$ cat src/rtl/minmax_if.sv
// Controller-side bundle for the min/max tracker: run control, sample handshake,
// datapath flags/strobes and status.
interface minmax_if #(parameter int CNT_W = 16);
  logic             start;
  logic [CNT_W-1:0] n_samples;
  logic             in_valid;
  logic             in_ready;
  logic             A_lt_B;
  logic             C_gt_D;
  logic             reg_clr;
  logic             reg_ld;
  logic             min_clr;
  logic             min_ld;
  logic             max_clr;
  logic             max_ld;
  logic             busy;
  logic             done;
  logic [CNT_W-1:0] sample_cnt;

  modport master (
    input  start, n_samples, in_valid, A_lt_B, C_gt_D,
    output in_ready, reg_clr, reg_ld, min_clr, min_ld, max_clr, max_ld,
           busy, done, sample_cnt
  );

  modport slave (
    output start, n_samples, in_valid, A_lt_B, C_gt_D,
    input  in_ready, reg_clr, reg_ld, min_clr, min_ld, max_clr, max_ld,
           busy, done, sample_cnt
  );
endinterface

$ cat src/rtl/minmax_controller.sv
// Sequencer for the min/max datapath: clears it, pulls n samples over valid/ready,
// and steers min/max loads from the registered compare flags.
module minmax_controller #(
  parameter int CNT_W = 16
) (
  input  logic     clk,
  input  logic     rst,
  minmax_if.master bus
);

  typedef enum logic [2:0] {IDLE, CLEAR, WAIT, EVAL, UPDATE, DONE} state_t;

  state_t           state;
  logic [CNT_W-1:0] n_lat;
  logic [CNT_W-1:0] cnt;
  logic             in_ready_q;
  logic             clr_q;
  logic             busy_q;
  logic             done_q;
  logic             last;

  assign last = (cnt + CNT_W'(1)) == n_lat;

  // State-decoded outputs are registered alongside the next state so they
  // line up with the state they belong to.
  always_ff @(posedge clk) begin
    if (rst) begin
      state      <= IDLE;
      n_lat      <= '0;
      cnt        <= '0;
      in_ready_q <= 1'b0;
      clr_q      <= 1'b0;
      busy_q     <= 1'b0;
      done_q     <= 1'b0;
    end else begin
      in_ready_q <= 1'b0;
      clr_q      <= 1'b0;
      done_q     <= 1'b0;
      busy_q     <= 1'b1;
      unique case (state)
        IDLE: begin
          if (bus.start) begin
            n_lat <= bus.n_samples;
            cnt   <= '0;
            clr_q <= 1'b1;
            state <= CLEAR;
          end else begin
            busy_q <= 1'b0;
          end
        end
        CLEAR: begin
          if (n_lat == '0) begin
            done_q <= 1'b1;
            state  <= DONE;
          end else begin
            in_ready_q <= 1'b1;
            state      <= WAIT;
          end
        end
        WAIT: begin
          if (bus.in_valid) state <= EVAL;
          else              in_ready_q <= 1'b1;
        end
        EVAL: state <= UPDATE;
        UPDATE: begin
          cnt <= cnt + CNT_W'(1);
          if (last) begin
            done_q <= 1'b1;
            state  <= DONE;
          end else begin
            in_ready_q <= 1'b1;
            state      <= WAIT;
          end
        end
        DONE: begin
          busy_q <= 1'b0;
          state  <= IDLE;
        end
        default: begin
          busy_q <= 1'b0;
          state  <= IDLE;
        end
      endcase
    end
  end

  // Flags are already registered in the datapath, so gating them by state is safe.
  assign bus.reg_ld     = (state == WAIT) && bus.in_valid;
  assign bus.min_ld     = (state == UPDATE) && bus.A_lt_B;
  assign bus.max_ld     = (state == UPDATE) && bus.C_gt_D;
  assign bus.in_ready   = in_ready_q;
  assign bus.reg_clr    = clr_q;
  assign bus.min_clr    = clr_q;
  assign bus.max_clr    = clr_q;
  assign bus.busy       = busy_q;
  assign bus.done       = done_q;
  assign bus.sample_cnt = cnt;

endmodule

$ cat src/flat_wrapper.sv
// flat-port wrapper written by rule: the top's interface ports become plain ports
module minmax_controller_flat 
#(
  parameter int CNT_W = 16
)
  (clk, rst, bus_start, bus_n_samples, bus_in_valid, bus_A_lt_B, bus_C_gt_D, bus_in_ready, bus_reg_clr, bus_reg_ld, bus_min_clr, bus_min_ld, bus_max_clr, bus_max_ld, bus_busy, bus_done, bus_sample_cnt);
  minmax_if #(.CNT_W(CNT_W)) bus_i ();
  input  logic clk;
  input  logic rst;
  input wire logic [$bits(bus_i.start)-1:0] bus_start;
  input wire logic [$bits(bus_i.n_samples)-1:0] bus_n_samples;
  input wire logic [$bits(bus_i.in_valid)-1:0] bus_in_valid;
  input wire logic [$bits(bus_i.A_lt_B)-1:0] bus_A_lt_B;
  input wire logic [$bits(bus_i.C_gt_D)-1:0] bus_C_gt_D;
  output wire logic [$bits(bus_i.in_ready)-1:0] bus_in_ready;
  output wire logic [$bits(bus_i.reg_clr)-1:0] bus_reg_clr;
  output wire logic [$bits(bus_i.reg_ld)-1:0] bus_reg_ld;
  output wire logic [$bits(bus_i.min_clr)-1:0] bus_min_clr;
  output wire logic [$bits(bus_i.min_ld)-1:0] bus_min_ld;
  output wire logic [$bits(bus_i.max_clr)-1:0] bus_max_clr;
  output wire logic [$bits(bus_i.max_ld)-1:0] bus_max_ld;
  output wire logic [$bits(bus_i.busy)-1:0] bus_busy;
  output wire logic [$bits(bus_i.done)-1:0] bus_done;
  output wire logic [$bits(bus_i.sample_cnt)-1:0] bus_sample_cnt;
  assign bus_i.start = bus_start;
  assign bus_i.n_samples = bus_n_samples;
  assign bus_i.in_valid = bus_in_valid;
  assign bus_i.A_lt_B = bus_A_lt_B;
  assign bus_i.C_gt_D = bus_C_gt_D;
  assign bus_in_ready = bus_i.in_ready;
  assign bus_reg_clr = bus_i.reg_clr;
  assign bus_reg_ld = bus_i.reg_ld;
  assign bus_min_clr = bus_i.min_clr;
  assign bus_min_ld = bus_i.min_ld;
  assign bus_max_clr = bus_i.max_clr;
  assign bus_max_ld = bus_i.max_ld;
  assign bus_busy = bus_i.busy;
  assign bus_done = bus_i.done;
  assign bus_sample_cnt = bus_i.sample_cnt;
  minmax_controller #(.CNT_W(CNT_W)) u_core (.clk(clk), .rst(rst), .bus(bus_i));
endmodule
$ cat config.mk
export PLATFORM = sky130hd
export DESIGN_NAME = minmax_controller_flat
export DESIGN_NICKNAME = d
export VERILOG_FILES = /design/src/rtl/minmax_if.sv /design/src/rtl/minmax_controller.sv /design/src/flat_wrapper.sv
export SDC_FILE = /design/constraint.sdc
export NUM_CORES = 1
export LEC_CHECK = 0
export CORE_UTILIZATION = 45
export DETAILED_ROUTE_END_ITERATION = 7
export GPL_TIMING_DRIVEN = 1
export PLACE_DENSITY = 0.8
export SLEW_MARGIN = 20
export SYNTH_ARGS = -nofsm -noshare
export SYNTH_HDL_FRONTEND = slang
export SYNTH_SLANG_ARGS = --single-unit
$ cat constraint.sdc
create_clock -name clk -period 4.55 [get_ports clk]
set_clock_uncertainty 0.15 [all_clocks]
set_input_delay 0.455 -clock clk [delete_from_list [all_inputs] [get_ports clk]]
set_output_delay 0.455 -clock clk [all_outputs]
set_load 0.01 [all_outputs]
After elaboration in Yosys (flattened, before gate mapping) --
Index checks and enable logic that the tools add are counted.
Word-level totals: register bits 39, output and inout port bits 25
Operators by class: add/subtract/negate cells 1, eq/ne operators 7, multiplexer cells 16, bitwise logic cells 1, reduce and logical (&&, ||, !) cells 11
Operators with widths (count):
- $pmux W16 S2 | 1
- $add A16 B1 Y16 const B | 1
- $eq A16 B16 Y1 | 1
- $logic_not A16 Y1 | 1
- $mux W16 | 1
- $pmux W3 S5 | 1
- $mux W3 | 4
- $eq A3 B2 Y1 const B | 2
- $mux W1 | 6
- $reduce_and A2 Y1 | 3
- $ne A2 B2 Y1 const B | 2
- $pmux W1 S2 | 2
- $reduce_or A4 Y1 | 1
- $eq A3 B1 Y1 const B | 1
- $eq A3 B3 Y1 const B | 1
- $logic_and A1 B1 Y1 | 3
- $logic_not A3 Y1 | 1
- $pmux W1 S3 | 1
- $reduce_bool A2 Y1 | 1
- $reduce_or A2 Y1 | 1
- $not A1 Y1 | 1

Longest topological paths before layout --
Gate-level depths: netlist of the first run.
word-level depth 4, gate-level depth with buffers 10, mapped depth without buffers 8

Worst setup path before layout of the first run --
OpenSTA, ideal clock, no wires.
kind register to register, from register u_core.cnt[0] (netlist: u_core.bus.sample_cnt[0]), to register u_core.state[0], setup time 0.060 ns, data arrival time 2.617 ns, data required time 4.340 ns, path slack 1.724 ns, cell stages (with the launch flop) 9, period minus slack after synthesis 2.826 ns, path through dfxtp_1 -> ha_1 -> buf_2 -> nand3_1 -> or4_1 -> buf_2 -> or4_4 -> a2111oi_4 -> a22o_1
On the way: cells in the longest elaborated chain, start to end 4
RTL lines:
- start, declared | RTL line minmax_controller.sv:15 | logic [CNT_W-1:0] cnt;
- start signal, assigned | RTL line minmax_controller.sv:66 | cnt <= cnt + CNT_W'(1);
- $add A16 B1 Y16 | RTL line minmax_controller.sv:22 | assign last = (cnt + CNT_W'(1)) == n_lat;
- $eq A16 B16 Y1 | RTL line minmax_controller.sv:22
- $mux W3 | RTL line minmax_controller.sv:67 | if (last) begin
- $pmux W3 S5 | RTL line minmax_controller.sv:40 | unique case (state)
- end signal, assigned | RTL line minmax_controller.sv:28 | state <= IDLE;
- end signal, assigned | RTL line minmax_controller.sv:69 | state <= DONE;
- end signal, assigned | RTL line minmax_controller.sv:72 | state <= WAIT;
- end, declared | RTL line minmax_controller.sv:13 | state_t state;
Every way passes these cells. A chain may end at the register's enable or synchronous reset.

Worst setup path after layout of the first run --
Ends and elaborated chain as after synthesis.

==> metrics.txt, run 1 <==
# TYPE chip_impl_metric gauge
chip_impl_metric{name="power-per-cell-area",unit="mW/mm2"} 302
chip_impl_metric{name="global_route.usage.total",unit=""} 0.226
chip_impl_info{name="cts_tree",value="yes"} 1
chip_impl_metric{name="worstPathRequired",unit="ps"} 4640
chip_impl_metric{name="clk_transition_reported_paths",unit="ps"} 80
chip_impl_info{name="worst_r2r_startpoint",value="u_core.bus.sample_cnt[0]"} 1
chip_impl_metric{name="critPathMaxFanout",unit=""} 8
chip_impl_metric{name="min_period_over_period",unit=""} 0.670
chip_impl_metric{name="floorplan.die.height",unit="um"} 71.6
chip_impl_metric{name="timing.final.ws_setup",unit="ps"} 1500
chip_impl_info{name="cp-end-kind",value="flip-flop"} 1
chip_impl_metric{name="number_of_buffers_inserted_during_clock_tree_synthesis",unit=""} 5
chip_impl_info{name="setup_repair_after_global_routing_missed_its_margin",value="false"} 1
chip_impl_metric{name="globalRoute.totalOverflow",unit=""} 0
chip_impl_metric{name="cell_variety_after_synth",unit=""} 44
chip_impl_metric{name="async_flop_share",unit=""} 0
chip_impl_metric{name="number_of_setup_buffers_added_after_cts",unit=""} 0
chip_impl_metric{name="gpl.final_weighted_congestion",unit=""} 0.916
chip_impl_metric{name="yosys_register_bits",unit=""} 39
chip_impl_info{name="crit_path_start_kind",value="flip-flop"} 1
chip_impl_metric{name="syn_inst",unit=""} 294
chip_impl_metric{name="internal-power",unit="W"} 0.000556
chip_impl_metric{name="arrival",unit="ps"} 3140
chip_impl_metric{name="fp.coreArea",unit="mm2"} 0.00450
chip_impl_metric{name="fillerInstances",unit=""} 430
chip_impl_metric{name="clock_group_share_of_total_power",unit=""} 0.288
chip_impl_metric{name="grt_first_pass_wirelength",unit="mm"} 9.03
chip_impl_metric{name="place.detailed.hpwl",unit="mm"} 3.95
chip_impl_metric{name="seq_area_frac_synth",unit=""} 0.358
chip_impl_metric{name="synthesis.area_per_instance",unit="um2"} 7.42
chip_impl_metric{name="max_freq",unit="GHz"} 0.328
chip_impl_metric{name="ff_latch_area",unit="um2"} 781
chip_impl_metric{name="route.final.wire_length",unit="mm"} 5.43
chip_impl_metric{name="nets_finish",unit=""} 348
chip_impl_metric{name="clock_latency",unit="ps"} 300
chip_impl_metric{name="cts_repair_resize_count",unit=""} 0
chip_impl_metric{name="seqPwrFrac",unit=""} 0.479
chip_impl_metric{name="design_area",unit="mm2"} 0.00271
chip_impl_info{name="whs_endpoint",value="u_core.n_lat[4]"} 1
chip_impl_metric{name="area_of_placed_instances",unit="mm2"} 0.00263
chip_impl_metric{name="via_per_instance_ratio",unit=""} 5.69
chip_impl_metric{name="setup_tns",unit="ps"} 0
chip_impl_metric{name="post-route-min-period",unit="ps"} 3050
chip_impl_metric{name="fin_cells",unit=""} 378
chip_impl_info{name="outcome",value="finished clean"} 1
chip_impl_metric{name="io_buffer_count",unit=""} 46
chip_impl_metric{name="flow.area_growth_from_synthesis",unit="%"} 24.4
chip_impl_metric{name="antenna_violation_net_count_after_detailed_routing",unit=""} 0
chip_impl_metric{name="grt_max_degree",unit=""} 23
chip_impl_metric{name="cellLeakagePower",unit="nW"} 0.935
chip_impl_metric{name="netlist_area",unit="mm2"} 0.00218
chip_impl_metric{name="grt_antenna_before_repair",unit=""} 0
chip_impl_metric{name="worstRegToRegCells",unit=""} 6
chip_impl_metric{name="hold_buffers",unit=""} 0
chip_impl_info{name="synth_flop_cell",value="sky130_fd_sc_hd__dfxtp_1"} 1
chip_impl_metric{name="floorplan.initialDensity",unit=""} 0.484
chip_impl_metric{name="timing_hold_violations_final",unit=""} 0
chip_impl_metric{name="drive_gt1_frac",unit=""} 0.0429
chip_impl_metric{name="placementRows",unit=""} 24
chip_impl_metric{name="routed-via-count",unit=""} 2151
chip_impl_metric{name="multi_input_area",unit="mm2"} 0.00129
chip_impl_metric{name="clock-sinks",unit=""} 39
chip_impl_info{name="hold_path.class",value="flip-flop to flip-flop"} 1
chip_impl_metric{name="design.portCount",unit=""} 47
chip_impl_metric{name="firstDrtPassIters",unit=""} 4
chip_impl_metric{name="max_cap_violations",unit=""} 0
chip_impl_metric{name="detail_routed_net_length_per_standard_cell",unit="um"} 14.4
chip_impl_metric{name="vdd_drop_max",unit="V"} 0.000214
chip_impl_metric{name="slew_at_the_pin_with_the_worst_max_slew_slack",unit="ps"} 720
chip_impl_metric{name="timing.reg2reg.setup_slack",unit="ps"} 1500
chip_impl_info{name="worst_setup_sp",value="u_core.bus.sample_cnt[0]"} 1
chip_impl_info{name="hold_path.startpoint",value="u_core.n_lat[4]"} 1
chip_impl_metric{name="synth_enable_flop_cells",unit=""} 0
chip_impl_metric{name="post-route-util",unit=""} 0.603
chip_impl_info{name="worstSetupPathType",value="flip-flop to flip-flop"} 1
chip_impl_metric{name="clock_path_buffers",unit=""} 2
chip_impl_metric{name="yosysWarnings",unit=""} 0
chip_impl_metric{name="drcViolationCount",unit=""} 0
chip_impl_metric{name="setup_viol",unit=""} 0
chip_impl_metric{name="dp_worst_setup_slack",unit="ps"} 1530
chip_impl_metric{name="placed_cells",unit=""} 370
chip_impl_metric{name="mappedNetlistNets",unit=""} 317
chip_impl_metric{name="antenna_cells_inserted",unit=""} 0
chip_impl_metric{name="first_global_vias",unit=""} 1942
chip_impl_info{name="cts_root_buffer",value="sky130_fd_sc_hd__clkbuf_8"} 1
chip_impl_metric{name="power_switching",unit="W"} 0.000263
chip_impl_metric{name="power.share.combinational",unit=""} 0.232
chip_impl_metric{name="switching_share",unit=""} 0.321
chip_impl_metric{name="instance_count_along_the_most_critical_hold_path",unit=""} 2
chip_impl_metric{name="htree_num_levels",unit=""} 2
chip_impl_metric{name="starting_drc_count_in_detailed_routing",unit=""} 155
chip_impl_metric{name="floorplan.die.width",unit="um"} 71.6
chip_impl_info{name="reg2reg_to",value="u_core.state[0]"} 1
chip_impl_metric{name="timing.slew.headroom",unit=""} 0.519
chip_impl_metric{name="timing_max_transition_violations_final",unit=""} 0
chip_impl_metric{name="die_area",unit="mm2"} 0.00513
## kinds of logic (layout without fill, tap and decap cells)
kind of cell / after synthesis / in the layout / share of synthesized area
buf+inv: 28 / 60 / 0.0545
xor+xnor: 20 / 20 / 0.0803
simple gates: 137 / 137 / 0.297
flops: 39 / 39 / 0.358
fa+ha+maj: 1 / 1 / 0.00573
compound gates: 67 / 67 / 0.196
mux: 2 / 2 / 0.00917
## cells in the mapped netlist (3+ instances only)
cell type                  count  area, um2
sky130_fd_sc_hd__o21ai_0      13       65.1
sky130_fd_sc_hd__nand2_1      57        214
sky130_fd_sc_hd__a22oi_1       3       22.5
sky130_fd_sc_hd__xnor2_1      14        123
sky130_fd_sc_hd__inv_1         4       15.0
sky130_fd_sc_hd__nor3_1        6       30.0
sky130_fd_sc_hd__a31oi_1       3       18.8
sky130_fd_sc_hd__nor2_1       29        109
sky130_fd_sc_hd__nand4_1       5       31.3
sky130_fd_sc_hd__nand3_1       9       45.0
sky130_fd_sc_hd__a21oi_1      31        155
sky130_fd_sc_hd__clkbuf_1     17       63.8
sky130_fd_sc_hd__xor2_1        6       52.6
sky130_fd_sc_hd__dfxtp_1      39        781
sky130_fd_sc_hd__and3_1        4       25.0
sky130_fd_sc_hd__and2_1        3       18.8
sky130_fd_sc_hd__buf_2         5       25.0
sky130_fd_sc_hd__nor4_1        7       43.8
sky130_fd_sc_hd__a311oi_1      4       35.0
## worst max path at each step
stage	slack (ps)	endpoint
after floorplan	1720	u_core.state[0]
after global placement	1590	u_core.bus.in_ready
after detailed placement	1530	u_core.bus.in_ready
after CTS	1510	u_core.state[0]
after global routing	1310	u_core.bus.in_ready
final	1500	u_core.state[0]
## sequential cells by signal, summed over array words and instances, names as in the netlist
register and cells:
u_core.n_lat 16, u_core.bus.sample_cnt 16, u_core.bus.done 1, u_core.bus.busy 1, u_core.state 3, u_core.bus.in_ready 1, u_core.bus.max_clr 1
## cell usage in the layout (no fill, tap or decap), types with 5 or more instances in the layout
cell type and count:
sky130_fd_sc_hd__nand2_1 57, sky130_fd_sc_hd__clkdlybuf4s50_1 46, sky130_fd_sc_hd__dfxtp_1 39, sky130_fd_sc_hd__a21oi_1 31, sky130_fd_sc_hd__nor2_1 29, sky130_fd_sc_hd__xnor2_1 14
sky130_fd_sc_hd__o21ai_0 13, sky130_fd_sc_hd__nand3_1 9, sky130_fd_sc_hd__nor4_1 7, sky130_fd_sc_hd__nor3_1 6, sky130_fd_sc_hd__xor2_1 6, sky130_fd_sc_hd__nand4_1 5
sky130_fd_sc_hd__clkbuf_8 5
## layer usage
| metal | routed length (um) | up-vias | global-route usage |
|---|---|---|---|
| met3 | 415 | 8 | 0.0633 |
| met4 | 117 | 0 | 0.0850 |
| met2 | 2440 | 81 | 0.360 |
| li1 | - | 1087 | - |
| met1 | 2460 | 975 | 0.292 |
| met5 | 0 | - | 0 |
## power groups by stage
stage | logic, W | clock network, W | registers [W]
2_1_floorplan | 0.000132 | 0 | 0.000390
3_3_place_gp | 0.000186 | 0 | 0.000400
3_5_place_dp | 0.000189 | 0 | 0.000401
4_1_cts | 0.000191 | 0.000241 | 0.000393
5_1_grt | 0.000214 | 0.000255 | 0.000397
6_report | 0.000190 | 0.000236 | 0.000393
## worst max-delay path: stages (launching register included)
cell                        delay, ps
sky130_fd_sc_hd__dfxtp_1          460
sky130_fd_sc_hd__ha_1             350
sky130_fd_sc_hd__nand3_1          150
sky130_fd_sc_hd__or4_1            640
sky130_fd_sc_hd__or4_4            570
sky130_fd_sc_hd__a2111oi_4        480
sky130_fd_sc_hd__a22o_1           190
## stage by stage
step | total power (W) | hold WS (ps)
after detailed placement | 0.000590 | 328
after floorplan | 0.000521 | 311
after global placement | 0.000586 | 327
after global routing | 0.000866 | 358
after CTS | 0.000824 | 340
final | 0.000819 | 338
## final cells by class
class                           count  share of cell area
Sequential cell                    39               0.288
Timing Repair Buffer               48               0.175
Inverter                            4             0.00553
Clock inverter                      3             0.00738
Tap cell                           52              0.0240
Multi-Input combinational cell    227               0.475
Clock buffer                        5              0.0254
(Power assumes the default switching activity.)
==> run 2: changes to the inputs <==
Settings changed: PLACE_DENSITY 0.8 to 0.83.
Clock period 4.55 ns to 2.8 ns, I/O delays scaled along.
==> metrics.txt, run 2 (same netlist as run 1, synthesis figures left out) <==
# TYPE chip_impl_metric gauge
chip_impl_metric{name="antenna_violation_net_count_after_detailed_routing",unit=""} 0
chip_impl_metric{name="max_freq",unit="GHz"} 0.374
chip_impl_metric{name="via_per_instance_ratio",unit=""} 5.76
chip_impl_metric{name="slew_at_the_pin_with_the_worst_max_slew_slack",unit="ps"} 532
chip_impl_metric{name="die_area",unit="mm2"} 0.00513
chip_impl_info{name="hold_path.class",value="flip-flop to flip-flop"} 1
chip_impl_metric{name="gpl.final_weighted_congestion",unit=""} 0.952
chip_impl_metric{name="floorplan.die.width",unit="um"} 71.6
chip_impl_metric{name="nets_finish",unit=""} 360
chip_impl_metric{name="critPathMaxFanout",unit=""} 8
chip_impl_metric{name="report.power.total",unit="W"} 0.00151
chip_impl_metric{name="globalRoute.totalOverflow",unit=""} 0
chip_impl_metric{name="min_period_over_period",unit=""} 0.954
chip_impl_metric{name="floorplan.initialDensity",unit=""} 0.484
chip_impl_metric{name="grt_max_degree",unit=""} 25
chip_impl_info{name="outcome",value="finished clean"} 1
chip_impl_metric{name="power-per-cell-area",unit="mW/mm2"} 528
chip_impl_info{name="worst_r2r_startpoint",value="u_core.bus.sample_cnt[0]"} 1
chip_impl_metric{name="timing.reg2reg.setup_slack",unit="ps"} 130
chip_impl_metric{name="drcViolationCount",unit=""} 0
chip_impl_metric{name="instance_count_along_the_most_critical_hold_path",unit=""} 2
chip_impl_info{name="cts_root_buffer",value="sky130_fd_sc_hd__clkbuf_8"} 1
chip_impl_metric{name="clock-sinks",unit=""} 39
chip_impl_metric{name="clock_latency",unit="ps"} 290
chip_impl_info{name="ordered_cell_list_for_the_critical_path",value="ha_1 > nand3_1 > or4_1 > buf_4 > nor3_1 > a211o_1 > nand3_1 > a2111oi_4 > buf_4 > a32o_1"} 1
chip_impl_metric{name="clk_transition_reported_paths",unit="ps"} 80
chip_impl_metric{name="routed-via-count",unit=""} 2248
chip_impl_metric{name="place.detailed.hpwl",unit="mm"} 4.11
chip_impl_metric{name="design.portCount",unit=""} 47
chip_impl_metric{name="post-route-min-period",unit="ps"} 2670
chip_impl_metric{name="max_cap_violations",unit=""} 0
chip_impl_metric{name="worstRegToRegCells",unit=""} 10
chip_impl_info{name="cp-end-kind",value="flip-flop"} 1
chip_impl_metric{name="placed_cells",unit=""} 381
chip_impl_metric{name="arrival",unit="ps"} 2750
chip_impl_metric{name="flow.area_growth_from_synthesis",unit="%"} 31.0
chip_impl_info{name="whs_endpoint",value="u_core.n_lat[4]"} 1
chip_impl_info{name="reg2reg_to",value="u_core.bus.done"} 1
chip_impl_metric{name="timing_max_transition_violations_final",unit=""} 0
chip_impl_info{name="cell_at_the_slowest_stage_of_the_critical_path",value="sky130_fd_sc_hd__or4_1"} 1
chip_impl_metric{name="fp.coreArea",unit="mm2"} 0.00450
chip_impl_metric{name="hold_buffers",unit=""} 0
chip_impl_metric{name="drive_gt1_frac",unit=""} 0.0828
chip_impl_metric{name="vdd_drop_max",unit="V"} 0.000350
chip_impl_metric{name="timing_hold_violations_final",unit=""} 0
chip_impl_metric{name="cp_num_buf_inv",unit=""} 2
chip_impl_metric{name="io_buffer_count",unit=""} 46
chip_impl_metric{name="htree_num_levels",unit=""} 2
chip_impl_metric{name="grt_antenna_before_repair",unit=""} 0
chip_impl_metric{name="first_global_vias",unit=""} 1994
chip_impl_metric{name="setup_viol",unit=""} 0
chip_impl_metric{name="timing.slew.headroom",unit=""} 0.645
chip_impl_info{name="cts_tree",value="yes"} 1
chip_impl_metric{name="worstPathRequired",unit="ps"} 2880
chip_impl_metric{name="global_route.usage.total",unit=""} 0.226
chip_impl_metric{name="clock_path_buffers",unit=""} 2
chip_impl_info{name="mostFrequentLayoutCell",value="sky130_fd_sc_hd__nand2_1"} 1
chip_impl_info{name="crit_path_start_kind",value="flip-flop"} 1
chip_impl_info{name="hold_path.startpoint",value="u_core.n_lat[4]"} 1
chip_impl_info{name="layout.cells.most_common_list",value="sky130_fd_sc_hd__nand2_1 (57), sky130_fd_sc_hd__clkdlybuf4s50_1 (46), sky130_fd_sc_hd__dfxtp_1 (37), sky130_fd_sc_hd__a21oi_1 (31), sky130_fd_sc_hd__nor2_1 (29)"} 1
chip_impl_metric{name="firstDrtPassIters",unit=""} 4
chip_impl_metric{name="fin_cells",unit=""} 390
chip_impl_metric{name="critical_path.max_stage_delay",unit="ps"} 520
chip_impl_metric{name="placementRows",unit=""} 24
chip_impl_metric{name="detail_routed_net_length_per_standard_cell",unit="um"} 14.5
chip_impl_metric{name="antenna_cells_inserted",unit=""} 0
chip_impl_metric{name="grt_first_pass_wirelength",unit="mm"} 9.13
chip_impl_metric{name="cellLeakagePower",unit="nW"} 1.02
chip_impl_metric{name="route.final.wire_length",unit="mm"} 5.66
chip_impl_info{name="worstSetupPathType",value="flip-flop to flip-flop"} 1
chip_impl_metric{name="number_of_buffers_inserted_during_clock_tree_synthesis",unit=""} 5
chip_impl_metric{name="floorplan.die.height",unit="um"} 71.6
chip_impl_info{name="critical-path-top-delay-family",value="simple AND/OR/NAND/NOR gates"} 1
chip_impl_metric{name="starting_drc_count_in_detailed_routing",unit=""} 96
run 2: cell types whose count changed in the layout (fill, tap and decap cells not counted), moves of 2 or more:
cell                         previous run  this run
sky130_fd_sc_hd__clkinvlp_4             2         0
sky130_fd_sc_hd__buf_4                  2        14
sky130_fd_sc_hd__bufinv_16              0         2
sky130_fd_sc_hd__dfxtp_1               39        37
run 2: report_power, final:
part           internal [W]  switching (W)
logic              0.000144       0.000175
clock network      0.000356       0.000194
registers          0.000593      0.0000467
total               0.00109       0.000416
run 2: worst max path at each step:
stage                             startpoint  cells past startpoint         endpoint
floorplan           u_core.bus.sample_cnt[1]                      8  u_core.state[0]
global placement    u_core.bus.sample_cnt[1]                      6  u_core.state[0]
detailed placement  u_core.bus.sample_cnt[1]                      9  u_core.bus.done
CTS                 u_core.bus.sample_cnt[1]                      9  u_core.bus.done
global route        u_core.bus.sample_cnt[0]                     10  u_core.state[1]
finish              u_core.bus.sample_cnt[0]                     10  u_core.bus.done
run 2: cell type report:
cell class	count	area [um2]
clock buffer	6	72.6
inverter	4	15.0
clock inverter	2	60.1
fill	415	1650
tap	52	65.1
sequential	39	786
timing repair buffer	60	566
multi-input combinational	227	1290
run 2: worst min-delay path, delay by kind of cell (launching register included):
kind,cells,cell delay (ps)
and+or+nand+nor,1,60
AOI/OAI and AO/OA,1,50
DFF,1,330
run 2: through the flow:
stage | hold WS [ps] | area [um2] | util | worst slack (ps) | setup TNS [ps]
floorplan | 266 | 2180 | - | 30.0 | 0
global placement | 324 | 2710 | 0.601 | 190 | 0
detailed placement | 327 | 2710 | 0.601 | 58.5 | 0
CTS | 338 | 2840 | 0.631 | 26.1 | 0
global route | 356 | 2860 | 0.635 | -63.1 | -292
finish | 337 | 2860 | 0.635 | 128 | 0
run 2: layer usage:
metal / wire length, um / GRT usage / up-vias
li1: - / - / 1111
met1: 2620 / 0.292 / 1054
met2: 2670 / 0.369 / 72
met3: 260 / 0.0549 / 11
met4: 108 / 0.0828 / 0
met5: 0 / 0 / -
run 2: timing repair:
action / in CTS / in global routing
setup buffers: 0 / 1
gates resized for setup: 0 / 4
endpoints found under the setup margin: 0 / 5
==> run 3: changes to the inputs <==
Settings changed: GPL_TIMING_DRIVEN 1 to not set.
==> results of run 3 <==
The final DEF is identical to that of run 2; final timing and power are the same.
